File: config.mk
export PLATFORM = sky130hd
export DESIGN_NAME = ps2_rx_frame
export DESIGN_NICKNAME = d
export VERILOG_FILES = /design/src/rtl/ps2_rx_frame.sv
export SDC_FILE = /design/constraint.sdc
export NUM_CORES = 1
export LEC_CHECK = 0
export CAP_MARGIN = 25
export CORE_ASPECT_RATIO = 1.2
export CORE_MARGIN = 5
export CORE_UTILIZATION = 35
export CTS_BUF_LIST = sky130_fd_sc_hd__clkbuf_4 sky130_fd_sc_hd__clkbuf_8
export CTS_CLUSTER_SIZE = 28
export DETAILED_ROUTE_END_ITERATION = 10
export GPL_ROUTABILITY_DRIVEN = 0
export PLACE_DENSITY = 0.64
export SYNTH_ARGS = -nofsm -noshare
export SYNTH_HDL_FRONTEND = slang
export SYNTH_SLANG_ARGS = --single-unit
File: constraint.sdc
create_clock -name CLOCK_50 -period 2.04 [get_ports CLOCK_50]
set_clock_uncertainty 0.1 [all_clocks]
set_input_delay 0.408 -clock CLOCK_50 [delete_from_list [all_inputs] [get_ports CLOCK_50]]
set_output_delay 0.408 -clock CLOCK_50 [all_outputs]
set_load 0.01 [all_outputs]
File: src/rtl/ps2_rx_frame.sv
// ps2_rx_frame: receive-only PS/2 device-to-host frame assembler.
// Synchronises the raw PS/2 clock and data lines and deglitches the clock.
// Decodes 11-bit frames (start, 8 data LSB-first, odd parity, stop).
// Each good byte is delivered with a one-cycle rx_valid strobe; framing,
// parity and timeout faults give a one-cycle rx_err strobe.
// Build option: define PS2_PARITY_CHECK_EN to reject frames with bad parity.
// Without it the parity bit is consumed but ignored.
module ps2_rx_frame #(
  parameter int SYNC_STAGES = 2,
  parameter int FILTER_LEN  = 8,
  parameter int TIMEOUT_CYC = 50000
) (
  input  logic       CLOCK_50,
  input  logic       RESET_N,
  input  logic       PS2_CLK,
  input  logic       PS2_DAT,
  output logic [7:0] rx_data,
  output logic       rx_valid,
  output logic       rx_err,
  output logic       busy
);

  localparam int FCW = $clog2(FILTER_LEN + 1);
  localparam int TCW = $clog2(TIMEOUT_CYC + 1);

  typedef enum logic [1:0] {
    S_IDLE   = 2'd0,
    S_DATA   = 2'd1,
    S_PARITY = 2'd2,
    S_STOP   = 2'd3
  } state_t;

  // Odd parity holds when the data bits and the parity bit XOR to one.
  function automatic logic f_parity_ok(input logic [7:0] data, input logic par);
    return ^{data, par};
  endfunction

  logic [SYNC_STAGES-1:0] r_clk_sync;
  logic [SYNC_STAGES-1:0] r_dat_sync;
  logic                   w_clk_s;
  logic                   w_dat_s;

  logic                   r_filt;
  logic [FCW-1:0]         r_fcnt;
  logic                   r_filt_d;
  logic                   r_fall;

  state_t                 r_state;
  logic [7:0]             r_shift;
  logic [2:0]             r_bit_cnt;
  logic [TCW-1:0]         r_tcnt;
  logic [7:0]             r_rx_data;
  logic                   r_rx_valid;
  logic                   r_rx_err;
  logic                   w_frame_ok;

  assign w_clk_s = r_clk_sync[SYNC_STAGES-1];
  assign w_dat_s = r_dat_sync[SYNC_STAGES-1];

  // Metastability synchronisers for both lines; idle-high after reset.
  always_ff @(posedge CLOCK_50) begin
    if (!RESET_N) begin
      r_clk_sync <= {SYNC_STAGES{1'b1}};
      r_dat_sync <= {SYNC_STAGES{1'b1}};
    end else begin
      r_clk_sync <= {r_clk_sync[SYNC_STAGES-2:0], PS2_CLK};
      r_dat_sync <= {r_dat_sync[SYNC_STAGES-2:0], PS2_DAT};
    end
  end

  // Clock deglitch: the filtered level follows only after FILTER_LEN
  // consecutive disagreeing samples; any agreeing sample restarts the count.
  always_ff @(posedge CLOCK_50) begin
    if (!RESET_N) begin
      r_filt <= 1'b1;
      r_fcnt <= {FCW{1'b0}};
    end else if (w_clk_s == r_filt) begin
      r_fcnt <= {FCW{1'b0}};
    end else if (r_fcnt == FCW'(FILTER_LEN - 1)) begin
      r_filt <= w_clk_s;
      r_fcnt <= {FCW{1'b0}};
    end else begin
      r_fcnt <= r_fcnt + FCW'(1);
    end
  end

  // Registered one-cycle flag on each falling edge of the filtered clock.
  always_ff @(posedge CLOCK_50) begin
    if (!RESET_N) begin
      r_filt_d <= 1'b1;
      r_fall   <= 1'b0;
    end else begin
      r_filt_d <= r_filt;
      r_fall   <= r_filt_d & ~r_filt;
    end
  end

`ifdef PS2_PARITY_CHECK_EN
  logic r_par;

  // Holds the received parity bit until the stop bit is judged.
  always_ff @(posedge CLOCK_50) begin
    if (!RESET_N) begin
      r_par <= 1'b0;
    end else if (r_fall && (r_state == S_PARITY)) begin
      r_par <= w_dat_s;
    end else begin
      r_par <= r_par;
    end
  end

  assign w_frame_ok = w_dat_s & f_parity_ok(r_shift, r_par);
`else
  assign w_frame_ok = w_dat_s;
`endif

  // Frame FSM: steps on each fall flag; the timeout abandons stalled frames,
  // and a fall flag arriving in the same cycle as the timeout takes priority.
  always_ff @(posedge CLOCK_50) begin
    if (!RESET_N) begin
      r_state    <= S_IDLE;
      r_shift    <= 8'h00;
      r_bit_cnt  <= 3'd0;
      r_tcnt     <= {TCW{1'b0}};
      r_rx_data  <= 8'h00;
      r_rx_valid <= 1'b0;
      r_rx_err   <= 1'b0;
    end else begin
      r_rx_valid <= 1'b0;
      r_rx_err   <= 1'b0;
      if (r_state == S_IDLE) begin
        r_tcnt <= {TCW{1'b0}};
        if (r_fall && !w_dat_s) begin
          r_state   <= S_DATA;
          r_bit_cnt <= 3'd0;
        end else begin
          r_state <= S_IDLE;
        end
      end else if (r_fall) begin
        r_tcnt <= {TCW{1'b0}};
        case (r_state)
          S_DATA: begin
            r_shift   <= {w_dat_s, r_shift[7:1]};
            r_bit_cnt <= r_bit_cnt + 3'd1;
            if (r_bit_cnt == 3'd7) begin
              r_state <= S_PARITY;
            end else begin
              r_state <= S_DATA;
            end
          end
          S_PARITY: begin
            r_state <= S_STOP;
          end
          S_STOP: begin
            if (w_frame_ok) begin
              r_rx_data  <= r_shift;
              r_rx_valid <= 1'b1;
            end else begin
              r_rx_err <= 1'b1;
            end
            r_state <= S_IDLE;
          end
          default: begin
            r_state <= S_IDLE;
          end
        endcase
      end else if (r_tcnt == TCW'(TIMEOUT_CYC - 1)) begin
        r_rx_err <= 1'b1;
        r_state  <= S_IDLE;
        r_shift  <= 8'h00;
        r_tcnt   <= {TCW{1'b0}};
      end else begin
        r_tcnt <= r_tcnt + TCW'(1);
      end
    end
  end

  assign rx_data  = r_rx_data;
  assign rx_valid = r_rx_valid;
  assign rx_err   = r_rx_err;
  assign busy     = (r_state != S_IDLE);

endmodule

---- Word level (Yosys, flattened, before mapping) ----
Cells that the tools add are included.
word-level totals
  register bits ........................... 50
  latch bits .............................. 0
  memory bits (writable) .................. 0
  bits in read-only memories .............. 0
  output and inout bits ................... 11
  word-level logic and storage cells ...... 66
  memories ................................ 0
cells by class
  add/sub/neg operators ................... 3
  multiply operators ...................... 0
  divide/modulo/power cells ............... 0
  magnitude comparators ................... 0
  equality and inequality tests ........... 9
  shift operators ......................... 0
  mux-type cells .......................... 18
  bitwise gates (word level) .............. 7
  reduce and logical (&&, ||, !) cells .... 16
operator list
  kind                   count
  $mux 8                 3
  $add 16x1->16 const B  1
  $eq 16x16->1 const B   1
  $mux 3                 4
  $mux 2                 4
  $reduce_bool 2->1      4
  $reduce_or 4->1        2
  $mux 1                 6
  $not 1->1              6
  $reduce_and 3->1       2
  $add 4x1->4 const B    1
  $eq 2x2->1 const B     2
  $eq 4x3->1 const B     1
  $ne 2x1->1 const B     2
  $pmux 2 s2             1
  $reduce_and 4->1       1
  $add 3x1->3 const B    1
  $eq 3x3->1 const B     1
  $reduce_bool 3->1      1
  $reduce_or 3->1        1
  $eq 2x1->1 const B     1
  $logic_not 2->1        1
  $reduce_and 2->1       1
  $reduce_or 2->1        1
  4 further kinds        4

---- Depth between registers and ports, before layout ----
  depth after elaboration ................. 5
  gate-level depth with buffers ........... 7

---- Worst setup path after synthesis ----
No wires, ideal clock.
  path type ............................... register to register
  start ................................... register r_state[1]
  end ..................................... register r_rx_valid (netlist: rx_valid)
  library setup time ...................... 115 ps
  arrival ................................. 1406 ps
  required time ........................... 1825 ps
  setup slack ............................. 419 ps
  cell stages (with the launch flop) ...... 7
  path buffers ............................ 1
  period minus slack after synthesis ...... 1621 ps
  cells stage by stage .................... dfxtp_1 > inv_1 > ha_1 > clkinv_1 > and4_1 > clkbuf_1 > and2_1
between the ends
  cells in the longest elaborated chain, start to end .. 3
  elaborated cells between the ends (all ways) .. 4
RTL lines
  item                                RTL line  text
  start, declared                     48        state_t r_state;
  start signal, assigned              121       r_state <= S_IDLE;
  start signal, assigned              134       r_state <= S_DATA;
  start signal, assigned              137       r_state <= S_IDLE;
  $eq 2x2->1                          141       case (r_state)
  $not 1->1 (no source line)          --
  $reduce_or 4->1 (no source line) *  --
  end signal, assigned                126       r_rx_valid <= 1'b0;
  end signal, assigned                129       r_rx_valid <= 1'b0;
  end signal, assigned                157       r_rx_valid <= 1'b1;
  end, declared                       53        logic r_rx_valid;
Every way passes the cells marked *; elsewhere a longest branch is shown, timed or not.
A chain may end at the register's enable or synchronous reset.

---- Final worst setup path ----
  start ................................... register r_state[0]
  end ..................................... output busy
between the ends
  cells in the longest elaborated chain, start to end .. 1
RTL lines
  item               RTL line  text
  $reduce_bool 2->1  181       assign busy = (r_state != S_IDLE);
  end, declared      20        output logic busy
No other way between the ends.

==> reports/results.ini <==
[sta]
final-hold-violation-count=0
slew_headroom=0.689
min_period_ps=1860
finalSetupViolations=0
tightest_slew_ps=463
grt_setup_unrepaired=no
finalCritPeriodShare=0.911
drv_slew=0
max_freq_mhz=538
tns_ps=0

[yosys]
synth-edff-count=0
synth_cells=232
syn_avg_cell_area_um2=9.17
syn_nets=244
synth_warnings=0
ys_seq_elements=50
yosysUniqueCellTypes=37
seq_area_frac_synth=0.470
ys.flop_type=dfxtp_1
synthArstFlopShare=0
synthesis.area_um2=2130

[setup_path]
critPathTopFamily=buffers and inverters
cp_max_fo=6
cp_slowest_stage_delay_ps=350
crit_path_end_kind=output port
slowest_stage=dfxtp_2
cp_data_required_time_ps=1530
arrival_ps=1350
cp_cell_sequence=inv_1, ha_1, clkinv_1, dlygate4sd2_1
crit_type=flip-flop to output port
worst_setup_path_start_kind=flip-flop
crit_buf_inv=3

[clocking]
h-tree-depth=2
clock-root-buffer=clkbuf_8
clock_path_buffers=2
holdBufCountCts=0
worstSkewPairLatency_ps=300
numClockSinks=50
cts_tree=done
cts_buffers=5
clk_pin_slew_ps=80

[grt]
grtUsageTotal=0.112
antenna_found_initial=0
grt_pass1_wl_mm=6.84
grt_overflow_total=0
grt_pass1_vias=1499
grt_start_max_net_pins=18

[die]
die_h_um=95.4
rows=31
die_w_um=81.2
start_util=0.356
die_area_um2=7750
core_area_um2=5970
io_pins=15

[power_and_ir_drop]
ir_drop_v=0.000409
leakagePower_nw=0.847
p_total_w=0.00156
powerDensity_nw_per_um2=634

[drt]
drt_wl_total_mm=3.81
drc=0
drt_iter0_drc=53
ant_nets=0
via_count=1565
vias_per_cell=4.71
wire_per_inst_um=11.5
first_pass_iters=4

[layout]
syn_to_final_growth_pct=15.8
diodes=0
n_fill_cell=599
drive_above_1_share=0.0800
fin_nets=262
final_core_util=0.412

[run_status]
status=completed

[run]
cap_violations=0

[worst_hold_path]
hold_path.class=flip-flop to flip-flop

[placement]
hpwlAfterDp_mm=2.72
port_buffers=14

-- cells in the final DEF, fill, tap and decap left out, drive strengths merged, types with 6 or more instances in the layout --
master,instances
nand2,34
o21ai,12
nand4,8
clkdlybuf4s50,13
inv,7
dfxtp,50
nand3,8
nor2,25
a21boi,19
ha,8
clkbuf,6
xnor2,11
-- cell usage after synthesis (2+ instances only) --
master | n | area [µm²]
dfxtp_1 | 50 | 1000
nand2_1 | 34 | 128
nor2_1 | 25 | 93.8
a21boi_0 | 19 | 143
o21ai_0 | 12 | 60.1
xnor2_1 | 11 | 96.3
ha_1 | 8 | 100
inv_1 | 7 | 26.3
nand3_1 | 7 | 35.0
nand4_1 | 6 | 37.5
nand2b_1 | 5 | 31.3
nor3_1 | 5 | 25.0
xor2_1 | 5 | 43.8
clkbuf_1 | 4 | 15.0
nor2b_1 | 4 | 25.0
and3_1 | 3 | 18.8
buf_1 | 2 | 7.51
mux2i_1 | 2 | 20.0
nand3b_1 | 2 | 15.0
nand4_2 | 2 | 25.0
nor4_1 | 2 | 12.5
or3_1 | 2 | 12.5
-- final cells by class --
| cell class | instances | area, µm² | area share |
|---|---|---|---|
| clock buffers | 6 | 76.3 | 0.0310 |
| clock inverters | 1 | 7.51 | 0.00305 |
| inverters | 8 | 30.0 | 0.0122 |
| repair buffers | 18 | 169 | 0.0686 |
| multi-input cells | 167 | 1070 | 0.436 |
| well taps | 82 | 103 | 0.0416 |
| flip-flops and latches | 50 | 1000 | 0.407 |
-- per-layer routing --
| layer | track usage | share of wire |
|---|---|---|
| met2 | 0.184 | 0.50 |
| met3 | 0.0227 | 0.021 |
| met1 | 0.139 | 0.47 |
| met5 | 0 | 0 |
| met4 | 0.0577 | 0.015 |
-- registers in the layout, summed over array words and instances (netlist names) --
register / cells
r_fall: 1
rx_data: 8
r_fcnt: 4
rx_valid: 1
r_bit_cnt: 3
r_clk_sync: 2
r_tcnt: 16
r_filt: 1
r_state: 2
rx_err: 1
r_shift: 8
r_dat_sync: 2
r_filt_d: 1
-- cells by family after synthesis --
kind of cell	Yosys count	synth area share
xor gates and xnor gates	16	0.0658
adders and majority gates	8	0.0470
muxes	2	0.00941
and+or+nand+nor	104	0.253
buffers and inverters	15	0.0282
AOI/OAI and AO/OA	37	0.126
DFF	50	0.470
-- final timing paths --
check | startpoint | to | slack (ps) | cells after the start
setup reg to reg | r_state[0]$_SDFFE_PN0P_ | rx_data[1]$_SDFFE_PN0P_ | 300 | 7
hold / removal | r_filt_d$_SDFF_PN1_ | r_fall$_SDFF_PN0_ | 310 | 2
setup / recovery | r_state[0]$_SDFFE_PN0P_ | busy | 180 | 4
hold reg to reg | r_filt_d$_SDFF_PN1_ | r_fall$_SDFF_PN0_ | 310 | 2
-- where the power goes --
| part | total, W | internal, W | leakage (nW) | switching, W |
|---|---|---|---|---|
| sequential | 0.000982 | 0.000979 | 0.405 | 0.00000249 |
| clock | 0.000553 | 0.000249 | 0.0407 | 0.000304 |
| combinational | 0.0000266 | 0.0000150 | 0.401 | 0.0000117 |
| total | 0.00156 | 0.00124 | 0.847 | 0.000318 |
-- timing repair --
| action | CTS | global route |
|---|---|---|
| pin swaps | 0 | 0 |
| setup endpoints to repair | 1 | 1 |
| hold endpoints to repair | 0 | 0 |
| resized for setup | 3 | 1 |
| setup buffers | 0 | 0 |
-- tightest hold or removal path, cell delays in order (launching register included) --
cell,delay (ps)
dfxtp_1,310
inv_1,40
nor2_1,30
-- through the flow --
step	area [µm²]	hold WS (ps)	instances	setup slack [ps]
final	2460	313	332	181
after floorplan	2130	286	232	419
after CTS	2460	318	332	148
after global routing	2460	336	332	62.1
after global placement	2370	293	325	216
after detailed placement	2370	301	325	185
Power figures use the tool's default switching activity.
==> patch 1 (same settings) <==
`FILTER_LEN`: 8 -> 16.
--- a/src/rtl/ps2_rx_frame.sv
+++ b/src/rtl/ps2_rx_frame.sv
@@ -8,5 +8,5 @@
 module ps2_rx_frame #(
   parameter int SYNC_STAGES = 2,
-  parameter int FILTER_LEN  = 8,
+  parameter int FILTER_LEN  = 16,
   parameter int TIMEOUT_CYC = 50000
 ) (
Behaviour: no difference found for any inputs over 10 cycles, from zero or initial values and one cycle with RESET_N low; that may be too few to reach the edited logic, so the function may still have changed.
==> patch 1 against the original RTL <==
Worst setup slack improved by 0.031 ns; sequential cell count increased by 1; power increased by 9.1%; wire length increased by 2.7%; global-route usage increased by 0.16 points; sequential share of layout area decreased by 0.12 points; largest power group unchanged; synthesized area increased by 1.8%; die area increased by 1.6%; highest routed layer unchanged; final area increased by 2.3%.
==> patch 1: results (changes against the original RTL) <==
Run status
  • Status: finished clean

Yosys
  • Most frequent cells after synthesis: sky130_fd_sc_hd__dfxtp_1, sky130_fd_sc_hd__nand2_1, sky130_fd_sc_hd__nor2_1, sky130_fd_sc_hd__a21boi_0
  • Sequential fraction of the synthesis area: 0.471 (+0.000820)
  • Adder and majority cell fraction of the synthesized area: 0.0520 (+0.00493)
  • Number of nets in the synthesized netlist: 249 (+2.0%)
  • Synthesized area per cell: 9.18 µm² (about the same)
  • Mux cell area share after synthesis: 0.00924 (-0.000168)
  • Cell types occupying the most area after synthesis: sky130_fd_sc_hd__dfxtp_1, sky130_fd_sc_hd__a21boi_0, sky130_fd_sc_hd__nand2_1, sky130_fd_sc_hd__ha_1, sky130_fd_sc_hd__xnor2_1
  • Fraction of synthesized cell area in xor and xnor cells: 0.0647 (-0.00118)

Critical path
  • Critical Path AT: 1.32 ns (-0.03 ns)
  • Origin of the worst setup path: r_state[1]$_SDFFE_PN0P_
  • Launching point of the worst reg2reg path: r_tcnt[0]$_SDFF_PP0_
  • Reg-to-reg critical path endpoint: r_tcnt[15]$_SDFF_PP0_
  • Slack of the worst reg-to-reg path: 0.21 ns (-0.09 ns)
  • Number of cells traversed by the worst register-to-register path: 5 (-2)

Clocking
  • TritonCTS buffer count: 5 (unchanged)
  • Number of cells upsized or downsized after cts: 4 (+1)

STA
  • Remaining max-slew budget at the tightest pin: 0.687 (-0.00137)

Placed design
  • Total cell area at the placement stage: 0.00241 mm² (+1.6%)
  • Total instance count after detailed placement: 329 (+1.2%)
  • Half-perimeter wire length after placement: 2740 µm (+0.73%)

Routing
  • DRC marker count from the first detailed-route iteration: 84 (+58%)
  • Wire length the detailed router placed on met1: 1880 µm (+6.0%)
  • Length of routed met2 wiring: 1860 µm (-1.8%)
  • Total length of routed wires: 3910 µm (+2.7%)

Global routing
  • Pin count of the biggest net entering global routing: 24 (+6)
  • Met3 capacity usage during global routing: 0.0300 (+0.00728)
  • Via count of the first global-routing pass: 1,656 (+10%)
  • Global routing usage on met1: 0.138 (-0.000672)
  • Met2 track demand over resource in global routing: 0.190 (+0.00647)

Layout
  • Layout cells sized above 1: 0.0827 (+0.00268)
  • Final #Nets: 267 (+1.9%)
  • Final cell count without fillers: 336 (+1.2%)

Min path
  • Number of stages on the worst hold path: 2 (unchanged)

Power and ir drop
  • IR drop worst, VDD: 408 µV (-0.19%)
  • Leakage: 0.000858 µW (+1.3%)
patch 1: cell types whose count changed in the layout (fill, tap and decap cells not counted), sizes merged:
| cell | unedited run | this run |
|---|---|---|
| bufinv | 0 | 1 |
| clkinvlp | 1 | 0 |
| dfxtp | 50 | 51 |
| ha | 8 | 9 |
| inv | 7 | 8 |
| nand3 | 8 | 7 |
| nor2 | 25 | 27 |
| xnor2 | 11 | 12 |
| xor2 | 5 | 4 |
patch 1: layout make-up:
class | instances | area, µm²
Sequential cell | 51 | 1020
Tap cell | 82 | 103
Clock inverter | 1 | 30.0
Multi-Input combinational cell | 169 | 1080
Fill cell | 630 | 3530
Inverter | 9 | 33.8
Timing Repair Buffer | 18 | 169
Clock buffer | 6 | 76.3
patch 1: worst max path at each step:
stage	cells past startpoint	slack, ns	to
2_1_floorplan	6	0.42	rx_valid$_SDFF_PP0_
3_3_place_gp	4	0.23	busy
3_5_place_dp	4	0.18	busy
4_1_cts	4	0.19	busy
5_1_grt	5	0.03	r_tcnt[13]$_SDFF_PP0_
6_report	4	0.21	busy
patch 1: worst reg2reg max path, delay by kind of cell, from the launching register on:
family / cells / cell delay, ns
compound gates: 2 / 0.51
fa+ha+maj: 1 / 0.24
flops: 1 / 0.35
simple gates: 2 / 0.56
patch 1: power by group:
part	internal (µW)	switching [µW]	total, µW
combinational	14.9	10.9	25.8
sequential	999	2.42	1000
clock	373	304	677
patch 1: metrics by stage:
stage                     hold slack (ns)  power (µW)  setup WS (ns)  utilization
after CTS                           0.313        1740          0.188        0.416
final                               0.315        1700          0.212        0.416
after global placement              0.289        1050          0.225        0.398
after global routing                0.355        1780         0.0324        0.416
after floorplan                     0.286        1040          0.419            -
after detailed placement            0.300        1050          0.182        0.398
==> patch 2 (config.mk and constraints unchanged) <==
Made on the original files. Re-encode `state_t` (4 states) as Gray code, 2 bits wide.
--- a/src/rtl/ps2_rx_frame.sv
+++ b/src/rtl/ps2_rx_frame.sv
@@ -25,8 +25,8 @@
 
   typedef enum logic [1:0] {
-    S_IDLE   = 2'd0,
-    S_DATA   = 2'd1,
-    S_PARITY = 2'd2,
-    S_STOP   = 2'd3
+    S_IDLE   = 2'b00,
+    S_DATA   = 2'b01,
+    S_PARITY = 2'b11,
+    S_STOP   = 2'b10
   } state_t;
 
Function: no difference found for any inputs over 10 cycles, from zero or initial values and one cycle with RESET_N low; not proved beyond that.
==> patch 2 against the original RTL <==
Combinational power is 12% lower; power is 1.6% higher; first-iteration DRC count is 89% higher; register-to-register slack worse by 0.09 ns; final area is 5.1% lower; worst setup slack worse by 0.042 ns; non-clock buffer count is 7 higher; synthesized area is 5.9% lower; via count is 2.4% lower; wire length is 10% lower; sequential power hardly changed; sequential cell count stayed put; critical path type unchanged; largest cell class is now sequential cells; largest power group unchanged; highest routed layer unchanged.
==> patch 2: results (changes against the original RTL) <==
Global routing
  • Via count of the first global-routing pass: 1,340 (-11%)
  • Pin count of the biggest net entering global routing: 24 (+6)
  • Overall fraction of global-route tracks in use: 0.0975 (-0.0149)
  • Antenna violations before repair: 0 (unchanged)
  • GR Overflow Total: 0 (unchanged)
  • First-pass GRT wire length: 5760 µm (-16%)

Placed design
  • IO buf count: 14 (unchanged)
  • Half-perimeter wire length after placement: 2390 µm (-12%)

Yosys
  • Async S/R FF share, synth: 0 (unchanged)
  • Most frequent cells after synthesis: sky130_fd_sc_hd__dfxtp_1, sky130_fd_sc_hd__nand2_1, sky130_fd_sc_hd__nor2_1, sky130_fd_sc_hd__a21oi_1, sky130_fd_sc_hd__xnor2_1
  • Count of distinct cell types in the synthesized netlist: 35 (-5.4%)
  • Number of nets in the synthesized netlist: 228 (-6.6%)
  • Sequential fraction of the synthesis area: 0.500 (+0.0294)
  • Warning count from the yosys run: 0 (unchanged)
  • Cell types occupying the most area after synthesis: sky130_fd_sc_hd__dfxtp_1, sky130_fd_sc_hd__xnor2_1, sky130_fd_sc_hd__nand2_1, sky130_fd_sc_hd__nor2_1, sky130_fd_sc_hd__a21oi_1

Critical path
  • Peak fanout along the critical path: 6 (unchanged)
  • Cell at the slowest stage of the critical path: sky130_fd_sc_hd__clkdlybuf4s50_1
  • Slowest stage delay, CP: 0.53 ns (+0.18 ns)
  • Kind of cell adding the most delay to the critical path: buffers and inverters
  • Critical Path AT: 1.39 ns (+0.04 ns)

Run status
  • Status: finished clean

STA
  • Remaining max-slew budget at the tightest pin: 0.741 (+0.0524)

Clocking
  • H-tree Lvls: 2 (unchanged)
  • TritonCTS buffer count: 5 (unchanged)
  • Insertion delay of the later-clocked pin in the worst-skew pair: 0.29 ns
  • Post-CTS Setup Inserts: 0 (unchanged)
  • Worst-path clk slew: 0.08 ns (about the same)
  • Clk root buf: sky130_fd_sc_hd__clkbuf_8
  • CTS Buffer Depth: 2 (unchanged)
  • Number of cells upsized or downsized after cts: 0 (-3)

Routing
  • Routed wire length per instance: 11.1 µm (-3.1%)
  • Number of search-and-repair iterations in the first detailed-routing pass: 4 (unchanged)
  • Average vias per placed instance: 4.98 (+5.6%)
  • DRC marker count from the first detailed-route iteration: 100 (+89%)

Power and ir drop
  • Cell internal power dissipation: 1280 µW (+2.8%)
  • IR drop worst, VDD: 376 µV (-8.0%)
  • Leakage: 0.000766 µW (-9.5%)

Layout
  • Layout cells sized above 1: 0.0947 (+0.0147)
  • Antenna diode count: 0 (unchanged)
  • Final #Nets: 250 (-4.6%)
  • Flip-flop count of the largest register after layout: 16 (unchanged)
  • Register containing the most flip-flops in the final layout: r_tcnt

Min path
  • HP Class: reg2reg
-- patch 2: cell families (layout without fill, tap and decap cells) --
group	count (synthesis)	after routing	synth area share
DFF	50	50	0.500
AOI/OAI and AO/OA	32	32	0.101
adders and majority gates	4	4	0.0250
buffers and inverters	19	42	0.0487
muxes	2	2	0.00999
and+or+nand+nor	96	96	0.242
xor gates and xnor gates	17	17	0.0743
-- patch 2: power groups by stage --
stage | Combinational (µW) | Sequential, µW | Clock (µW)
after floorplan | 13.5 | 1000 | 0
after global placement | 23.8 | 1000 | 0
after detailed placement | 23.7 | 1000 | 0
after CTS | 23.8 | 981 | 611
after global routing | 25.7 | 982 | 644
final | 23.3 | 981 | 582
-- patch 2: through the flow --
step | instance area (µm²) | setup WS, ns | hold slack, ns | std cells | power (µW)
after detailed placement | 2240 | 0.0984 | 0.293 | 299 | 1030
after CTS | 2340 | 0.111 | 0.313 | 307 | 1620
after global placement | 2240 | 0.131 | 0.294 | 299 | 1030
after global routing | 2340 | 0.0355 | 0.335 | 307 | 1650
final | 2340 | 0.139 | 0.310 | 307 | 1590
after floorplan | 2000 | 0.303 | 0.286 | 220 | 1020
-- patch 2: routing by layer --
layer	GRT usage	part of all wire	up-vias	wire length, µm
met5	0	0	-	0
met3	0.0302	0.048	6	165
met2	0.162	0.46	33	1570
met4	0.0344	0.016	0	55
li1	-	-	800	-
met1	0.118	0.47	689	1620
-- patch 2: area by class of cell --
cell class	instances	area (µm²)
timing repair buffer	25	223
inverter	9	33.8
clock inverter	1	5.00
sequential	50	1000
multi-input combinational	151	905
fill	586	3290
tap	64	80.1
clock buffer	7	90.1
-- patch 2: worst min-delay path, cell delays in order, from the launching register on --
cell                      delay, ns
sky130_fd_sc_hd__dfxtp_1       0.30
sky130_fd_sc_hd__inv_1         0.04
sky130_fd_sc_hd__nor2_1        0.03
-- patch 2: path summary, 6_finish.rpt --
| check | from | endpoint | slack (ns) | cells after the start |
|---|---|---|---|---|
| setup / recovery | r_state[0]$_SDFFE_PN0P_ | busy | 0.14 | 3 |
| hold / removal | r_filt_d$_SDFF_PN1_ | r_fall$_SDFF_PN0_ | 0.31 | 2 |
| setup reg to reg | r_tcnt[13]$_SDFF_PP0_ | r_tcnt[5]$_SDFF_PP0_ | 0.21 | 5 |
| hold reg to reg | r_filt_d$_SDFF_PN1_ | r_fall$_SDFF_PN0_ | 0.31 | 2 |
